--- config.mk ---
export PLATFORM = sky130hd
export DESIGN_NAME = systolic_matmul
export DESIGN_NICKNAME = d
export VERILOG_FILES = /design/src/rtl/systolic_matmul.sv
export SDC_FILE = /design/constraint.sdc
export NUM_CORES = 1
export LEC_CHECK = 0
export ABC_CLOCK_PERIOD_IN_PS = 5600
export CELL_PAD_IN_SITES_DETAIL_PLACEMENT = 0
export CELL_PAD_IN_SITES_GLOBAL_PLACEMENT = 2
export CORE_MARGIN = 3
export CORE_UTILIZATION = 35
export DETAILED_ROUTE_END_ITERATION = 10
export PLACE_DENSITY = 0.83
export SLEW_MARGIN = 20
export SYNTH_ARGS = -nofsm -noshare
export SYNTH_HDL_FRONTEND = slang
export SYNTH_SLANG_ARGS = --single-unit
--- constraint.sdc ---
create_clock -name clk -period 5.6 [get_ports clk]
set_input_delay 1.68 -clock clk [delete_from_list [all_inputs] [get_ports clk]]
set_output_delay 1.68 -clock clk [all_outputs]
set_load 0.02 [all_outputs]
--- src/rtl/systolic_matmul.sv ---
// -----------------------------------------------------------------------------
// systolic_matmul
//   N x N output-stationary systolic matrix multiplier computing C = A * B,
//   where A is N x K and B is K x N and K is set at runtime by in_last. Operand
//   vectors arrive unskewed, one k per beat; the block skews them internally.
//   Accumulators can be kept across jobs (acc_en) so that K can be tiled.
//
// Ports
//   clk        clock, all state changes on the rising edge
//   reset_n    asynchronous active-low reset
//   start      begin a job (sampled only in IDLE)
//   acc_en     sampled with start: 1 keeps previous C, 0 clears it
//   in_valid   operand beat valid        in_ready  high only in LOAD
//   in_last    final beat of the job (k = K-1)
//   a_col      a_col[i*DW +: DW] = A[i][k]
//   b_row      b_row[j*DW +: DW] = B[k][j]
//   out_valid  results available (DONE)  out_ready result accepted
//   c_flat     c_flat[(i*N+j)*ACCW +: ACCW] = C[i][j]
//   busy       high whenever the block is not IDLE
// -----------------------------------------------------------------------------
module systolic_matmul #(
  parameter int N      = 2,
  parameter int DW     = 8,
  parameter int ACCW   = 16,
  parameter int SIGNED = 0
) (
  input  logic                   clk,
  input  logic                   reset_n,
  input  logic                   start,
  input  logic                   acc_en,
  input  logic                   in_valid,
  output logic                   in_ready,
  input  logic                   in_last,
  input  logic [N*DW-1:0]        a_col,
  input  logic [N*DW-1:0]        b_row,
  output logic                   out_valid,
  input  logic                   out_ready,
  output logic [N*N*ACCW-1:0]    c_flat,
  output logic                   busy
);

  typedef enum logic [1:0] {
    S_IDLE,
    S_LOAD,
    S_DRAIN,
    S_DONE
  } state_t;

  // Wide enough to hold 2N-1 (N=1 needs one bit, N=8 needs four).
  localparam int CW = $clog2(2 * N);

  state_t        state_q, state_d;
  logic [CW-1:0] cnt_q, cnt_d;
  logic          job_start;
  logic          beat;

  assign job_start = (state_q == S_IDLE) && start;
  assign beat      = (state_q == S_LOAD) && in_valid;

  assign in_ready  = (state_q == S_LOAD);
  assign out_valid = (state_q == S_DONE);
  assign busy      = (state_q != S_IDLE);

  // ---------------------------------------------------------------------------
  // Control FSM
  // ---------------------------------------------------------------------------
  // NOTE: sequential state uses non-blocking assignments so every register
  // samples the pre-edge values of its neighbours, whatever the block order.
  always_ff @(posedge clk or negedge reset_n) begin
    if (!reset_n) begin
      state_q <= S_IDLE;
      cnt_q   <= '0;
    end else begin
      state_q <= state_d;
      cnt_q   <= cnt_d;
    end
  end

  // NOTE: every output of this block gets a default first, so no path leaves
  // a variable unassigned and no latch is inferred.
  always_comb begin
    state_d = state_q;
    cnt_d   = cnt_q;
    case (state_q)
      S_IDLE:  if (start) state_d = S_LOAD;
      S_LOAD: begin
        if (beat && in_last) begin
          state_d = S_DRAIN;
          cnt_d   = CW'(2 * N - 1);
        end
      end
      S_DRAIN: begin
        cnt_d = cnt_q - CW'(1);
        if (cnt_d == '0) state_d = S_DONE;
      end
      S_DONE:  if (out_ready) state_d = S_IDLE;
      default: state_d = S_IDLE;
    endcase
  end

  // ---------------------------------------------------------------------------
  // Product term: 2*DW-bit product, sign- or zero-extended to ACCW.
  // ---------------------------------------------------------------------------
  function automatic logic [ACCW-1:0] mac_term(input logic [DW-1:0] a,
                                               input logic [DW-1:0] b);
    logic [2*DW-1:0] p;
    if (SIGNED != 0) begin
      p = $signed({{DW{a[DW-1]}}, a}) * $signed({{DW{b[DW-1]}}, b});
      return ACCW'($signed(p));
    end else begin
      p = {{DW{1'b0}}, a} * {{DW{1'b0}}, b};
      return ACCW'(p);
    end
  endfunction

  // ---------------------------------------------------------------------------
  // Input skew: lane i is delayed i cycles. Lanes carry zero unless a beat is
  // accepted, which is what makes bubbles and drain cycles harmless.
  // ---------------------------------------------------------------------------
  logic [DW-1:0] a_edge [N];
  logic [DW-1:0] b_edge [N];

  for (genvar gi = 0; gi < N; gi++) begin : g_skew
    logic [DW-1:0] a_in, b_in;
    assign a_in = beat ? a_col[gi*DW +: DW] : '0;
    assign b_in = beat ? b_row[gi*DW +: DW] : '0;

    if (gi == 0) begin : g_direct
      assign a_edge[gi] = a_in;
      assign b_edge[gi] = b_in;
    end else begin : g_delay
      logic [DW-1:0] a_dly [gi];
      logic [DW-1:0] b_dly [gi];

      // NOTE: the skew, operand and accumulator arrays are real registers, not
      // RAM, and all of them take the async reset because c_flat must read
      // zero the moment reset_n falls.
      always_ff @(posedge clk or negedge reset_n) begin
        if (!reset_n) begin
          for (int d = 0; d < gi; d++) begin
            a_dly[d] <= '0;
            b_dly[d] <= '0;
          end
        end else if (job_start) begin
          for (int d = 0; d < gi; d++) begin
            a_dly[d] <= '0;
            b_dly[d] <= '0;
          end
        end else begin
          a_dly[0] <= a_in;
          b_dly[0] <= b_in;
          for (int d = 1; d < gi; d++) begin
            a_dly[d] <= a_dly[d-1];
            b_dly[d] <= b_dly[d-1];
          end
        end
      end

      assign a_edge[gi] = a_dly[gi-1];
      assign b_edge[gi] = b_dly[gi-1];
    end
  end

  // ---------------------------------------------------------------------------
  // PE array: a moves right, b moves down, C stays put.
  // ---------------------------------------------------------------------------
  logic [DW-1:0]   a_out [N][N];
  logic [DW-1:0]   b_out [N][N];

  for (genvar gi = 0; gi < N; gi++) begin : g_row
    for (genvar gj = 0; gj < N; gj++) begin : g_col
      logic [DW-1:0]   a_pe, b_pe, a_q, b_q;
      logic [ACCW-1:0] acc_q;

      if (gj == 0) begin : g_a_edge
        assign a_pe = a_edge[gi];
      end else begin : g_a_chain
        assign a_pe = a_out[gi][gj-1];
      end

      if (gi == 0) begin : g_b_edge
        assign b_pe = b_edge[gj];
      end else begin : g_b_chain
        assign b_pe = b_out[gi-1][gj];
      end

      always_ff @(posedge clk or negedge reset_n) begin
        if (!reset_n) begin
          a_q   <= '0;
          b_q   <= '0;
          acc_q <= '0;
        end else if (job_start) begin
          a_q <= '0;
          b_q <= '0;
          if (!acc_en) acc_q <= '0;
        end else begin
          a_q   <= a_pe;
          b_q   <= b_pe;
          acc_q <= acc_q + mac_term(a_pe, b_pe);
        end
      end

      assign a_out[gi][gj]                      = a_q;
      assign b_out[gi][gj]                      = b_q;
      assign c_flat[(gi*N+gj)*ACCW +: ACCW]     = acc_q;
    end
  end

endmodule

# Yosys cells after proc, flatten, opt, wreduce, memory -nomap -nowiden
# Index checks and enable logic that the tools add are counted.
[totals] register_bits=116 input_bits=39 out_inout_bits=67 elab_cells=64
[op_classes] add_sub_neg=5 multipliers=4 eq_ne=8 n_mux=26 reduce_logical=9
[op_table] op="$mux W16" n=9
[op_table] op="$mux W8" n=10
[op_table] op="$add A16 B16 Y16" n=4
[op_table] op="$mul A8 B8 Y16" n=4
[op_table] op="$mux W2" n=5
[op_table] op="$pmux W2 S4" n=1
[op_table] op="$ne A2 B2 Y1 const B" n=3
[op_table] op="$eq A2 B2 Y1 const B" n=2
[op_table] op="$logic_not A2 Y1" n=2
[op_table] op="$ne A2 B1 Y1 const B" n=2
[op_table] op="$pmux W2 S2" n=1
[op_table] op="$reduce_and A4 Y1" n=1
[op_table] op="$reduce_bool A2 Y1" n=2
[op_table] op="$logic_and A1 B1 Y1" n=3
[op_table] op="$eq A2 B1 Y1 const B" n=1
[op_table] op="$reduce_and A2 Y1" n=1
[op_table] op="$sub A2 B1 Y2 const B" n=1

# Logic depth before layout (Yosys ltp)
[logic_depth] ltp_word=7 depth_mapped=27 ltp_nobuf=26

# Worst setup path before layout
# No wires, ideal clock.
[synth_path] kind="input -> register" start="input port in_valid" end="register g_row[0].g_col[0].acc_q[13]" setup_time_ps=95 arrival_ps=7066 path_slack_ps=-1561 path_stages=25 cell_sequence="and2_0 clkbuf_1 clkbuf_1 nand3_1 fa_1 fa_1 inv_1 fa_1 inv_1 fa_1 inv_1 ha_1 o21a_1 and2_1 o21a_1 nor2_1 xnor2_1 ha_1 a21oi_1 and2_1 a22o_1 a211oi_1 o21ai_0 and3_1 o31ai_1"
[synth_between] elab_chain_len=6 elab_cells_between_ends=7 cone_classes="add/sub: 1; mul: 1; mux: 4; reduce/logical: 1"
[synth_lines] element="start, declared" line="31" text="input logic in_valid,"
[synth_lines] element="$logic_and A1 B1 Y1 *" line="58" text="assign beat = (state_q == S_LOAD) && in_valid;"
[synth_lines] element="$mux W8, on equally long branches" line="125, 126"
[synth_lines] element="$mul A8 B8 Y16 *" line="111" text="p = {{DW{1'b0}}, a} * {{DW{1'b0}}, b};"
[synth_lines] element="$mux W16 *" line="192" text="end else if (job_start) begin"
[synth_lines] element="$add A16 B16 Y16 *" line="199" text="acc_q <= acc_q + mac_term(a_pe, b_pe);"
[synth_lines] element="$mux W16 *" line="192"
[synth_lines] element="end signal, assigned" line="199"
[synth_lines] element="end, declared" line="173" text="logic [ACCW-1:0] acc_q;"
# Mark *: on every way between the ends. The rest lies on a longest branch, timed or not. The select of a mux whose other input is x is not followed.
# A chain may end at the register's enable or synchronous reset.

# Worst setup path after layout
[layout_path] start="input port in_valid" end="register g_row[0].g_col[0].acc_q[15]"
# The elaborated chain is that of the path after synthesis.

==> out/qor.yml <==
clock_tree:
  numClockSinks: 116
  clock_latency_ns: 0.45
  hold_buffers: 0
  h-tree-depth: 4
  cts_tree: "built"
  numCtsBuffers: 17
  cts_buffer_depth: 2
  clk_pin_slew_ns: 0.06
  clockRootBuffer: "clkbuf_16"
grt:
  grt_pass1_wl_um: 69100
  grt_max_degree: 94
  overflow: 0
  grt_pass1_vias: 13428
  antenna_found_initial: 2
  track_usage: 0.185
synthesis:
  synth_warnings: 0
  async_reset_ff_frac: 1.00
  synthFlopType: "dfrtp_1"
  synth_cell_type_count: 60
  yosys.area_share.simple: 0.190
  synthXorXnorAreaFrac: 0.0486
  synthCells: 1706
  synth_top_family_by_area: "adder cells"
  ys_seq_elements: 116
  synth_area_mm2: 0.0151
  ys_seq_area_frac: 0.192
  synth_edf_count: 0
  synth.area.mux_share: 0.00198
  synth_fp_nets: 2103
  synth_adder_area_share: 0.369
  synth_compound_area_frac: 0.127
  synth_area_per_cell_um2: 8.87
critical_path:
  critPathKind: "in2reg"
  critPathLaunch: "in_valid"
  reg2reg_depth: 23
  critPathCaptureType: "register"
  rrSetupSlack_ns: -0.05
  setup.worst_path.start_class: "input pin"
  crit_arrival_ns: 6.57
  rr_startpoint: "state_q[1]$_DFFE_PN0P_"
  r2r-end: "g_row[0].g_col[0].acc_q[15]$_DFFE_PN0P_"
  crit_end: "g_row[0].g_col[0].acc_q[15]$_DFFE_PN0P_"
  path_max_fanout: 6
  worstPathRequired_ns: 5.90
placement:
  place_inst: 2474
  gp_congestion: 0.843
  port_buffers: 105
  dpl.hpwl_um: 31600
power:
  ir_drop_v: 0.000250
  p_leak_nw: 9.90
  powerDensity_mw_per_mm2: 304
timing:
  tightest_slew_ns: 1.04
  max_freq_mhz: 159
  rsz0062_at_grt: "yes"
  relSlewSlack: 0.308
  period_share: 1.12
  layout_min_cycle_time_ns: 6.27
  fin_worst_skew_ns: 0.00928
  hold_viol_final: 0
  setup-tns-final_ns: -4.00
  maxSlewViolCount: 0
  setup_viol: 9
  worst_slack_ns: -0.672
  whs_ns: 0.506
job:
  drv_cap: 0
detailed_routing:
  wl_per_cell_um: 16.2
  vias: 12707
  via_per_inst: 5.01
  initialDrtViolationCount: 565
  drc: 0
  first_pass_iters: 4
  drtAntennaViolNets: 0
  finalWirelength_um: 41000
status:
  violations: "setup timing"
  outcome: "finished with violations"
die:
  num_io_pins: 106
  die_w_um: 214
  coreArea_mm2: 0.0423
  die_y_um: 214
  fp-row-count: 75
  start_util: 0.358
  dieArea_mm2: 0.0458
hold_path:
  hold_path_class: "reg2reg"
cells_and_area:
  final_cells: 2534
  area_delta_synth_final_pct: 26.3
  diodes: 0
  drive_gt1_frac: 0.169
  fin_nets: 2341
## worst min path at each step
stage | startpoint | to | slack (ns) | cells after the start
detailed placement | cnt_q[0]$_DFFE_PN0P_ | cnt_q[0]$_DFFE_PN0P_ | 0.51 | 1
global route | cnt_q[0]$_DFFE_PN0P_ | cnt_q[0]$_DFFE_PN0P_ | 0.53 | 1
floorplan | cnt_q[0]$_DFFE_PN0P_ | cnt_q[0]$_DFFE_PN0P_ | 0.46 | 1
global placement | cnt_q[0]$_DFFE_PN0P_ | cnt_q[0]$_DFFE_PN0P_ | 0.49 | 1
finish | cnt_q[0]$_DFFE_PN0P_ | cnt_q[0]$_DFFE_PN0P_ | 0.51 | 1
CTS | cnt_q[0]$_DFFE_PN0P_ | cnt_q[0]$_DFFE_PN0P_ | 0.52 | 1
## metrics by stage
step | util | setup slack, ns | power (mW) | cell area [µm²]
2_1_floorplan | - | -0.934 | 3.02 | 15200
3_3_place_gp | 0.421 | -1.65 | 4.26 | 17800
3_5_place_dp | 0.421 | -1.71 | 4.30 | 17800
4_1_cts | 0.445 | -0.681 | 5.74 | 18800
5_1_grt | 0.452 | -0.895 | 6.24 | 19100
6_report | 0.452 | -0.672 | 5.80 | 19100
## what timing repair did
item                       CTS  global route
buffers inserted            12            16
gates resized for setup    110            72
pin swaps                   53            37
cloned                       3             0
setup endpoints to repair   12            21
## layout by cell type (no fill, tap or decap), types with 6 or more instances in the layout
cell	count
xnor2_1	49
dfrtp_1	89
dfrtp_2	27
xor2_1	32
a21oi_1	61
fa_1	146
clkbuf_16	17
ha_4	7
and2_1	100
o211ai_1	10
nand2_1	154
and3_4	8
nor3_1	11
nand3_2	6
o21bai_1	10
nor2_1	55
o21ai_0	71
and3_1	83
and2_4	6
nand3_1	70
or4_1	6
a21oi_2	16
o21a_1	22
nor2b_1	12
nand2b_1	8
nor3b_1	8
clkdlybuf4s15_2	8
inv_1	226
clkdlybuf4s50_1	88
a21o_1	26
ha_1	201
o21ai_1	13
buf_6	13
buf_4	148
a211oi_1	18
## cells in the mapped netlist (all sizes together) (4+ instances only)
cell / n / share of area
inv: 231 / 0.057
ha: 210 / 0.17
nand2: 159 / 0.039
fa: 148 / 0.20
dfrtp: 116 / 0.19
and2: 104 / 0.043
and3: 91 / 0.038
o21ai: 88 / 0.029
a21oi: 79 / 0.026
nand3: 76 / 0.025
nor2: 58 / 0.014
xnor2: 50 / 0.029
clkbuf: 43 / 0.011
xor2: 34 / 0.020
a21o: 26 / 0.013
a211oi: 23 / 0.011
o21a: 22 / 0.011
nor2b: 13 / 0.0059
nor3: 13 / 0.0043
o211ai: 10 / 0.0050
o21bai: 10 / 0.0050
buf: 8 / 0.0031
nand2b: 8 / 0.0033
nor3b: 8 / 0.0040
o31ai: 8 / 0.0043
or4: 7 / 0.0035
a31oi: 6 / 0.0025
a31o: 5 / 0.0029
a211o: 4 / 0.0023
nor4: 4 / 0.0017
o31a: 4 / 0.0023
o41ai: 4 / 0.0023
## metal layers
metal  up-vias  GRT usage  share of wire
met5         -          0              0
met4         0     0.0435          0.012
li1       6208          -              -
met1      6254      0.255           0.48
met3        34     0.0268          0.032
met2       211      0.308           0.48
## cells by family after synthesis
logic type,count (synthesis)
mux,3
flops,116
compound gates,306
buf+inv,282
simple gates,557
fa+ha+maj,358
xor+xnor,84
## registers in the layout, summed over array words and instances, names as in the netlist
name               count
g_row.g_col.b_q       16
g_row.g_col.acc_q     64
g_row.g_col.a_q       16
g_row.g_col.a_pe       8
g_row.g_col.b_pe       8
cnt_q                  2
state_q                2
## report_power, final
| part | internal, mW | total [mW] | switching (mW) | leakage [nW] |
|---|---|---|---|---|
| combinational | 1.54 | 3.21 | 1.67 | 8.11 |
| sequential | 1.10 | 1.41 | 0.318 | 1.49 |
| clock | 0.743 | 1.18 | 0.435 | 0.299 |
| total | 3.38 | 5.80 | 2.42 | 9.90 |
## critical path, cell delays in order
cell       delay, ns
buf_8           0.11
and2_4          0.16
buf_6           0.12
and3_4          0.17
fa_2            0.38
fa_1            0.52
inv_2           0.04
fa_1            0.46
fa_1            0.51
inv_2           0.05
ha_4            0.15
a211o_1         0.27
a2111oi_4       0.38
o31ai_1         0.11
a21oi_1         0.16
xnor2_1         0.09
ha_1            0.34
and3_4          0.17
a211o_1         0.27
a31oi_2         0.18
xnor2_1         0.14
o21ai_1         0.07
## area by class of cell
class,instances,area (µm²)
fill,4114,23200
multi-input combinational,1310,11700
sequential,116,2940
timing repair buffer,268,2320
inverter,231,867
tap,577,722
clock buffer,23,488
clock inverter,9,125
No activity file was read; power rests on OpenSTA's default activity.
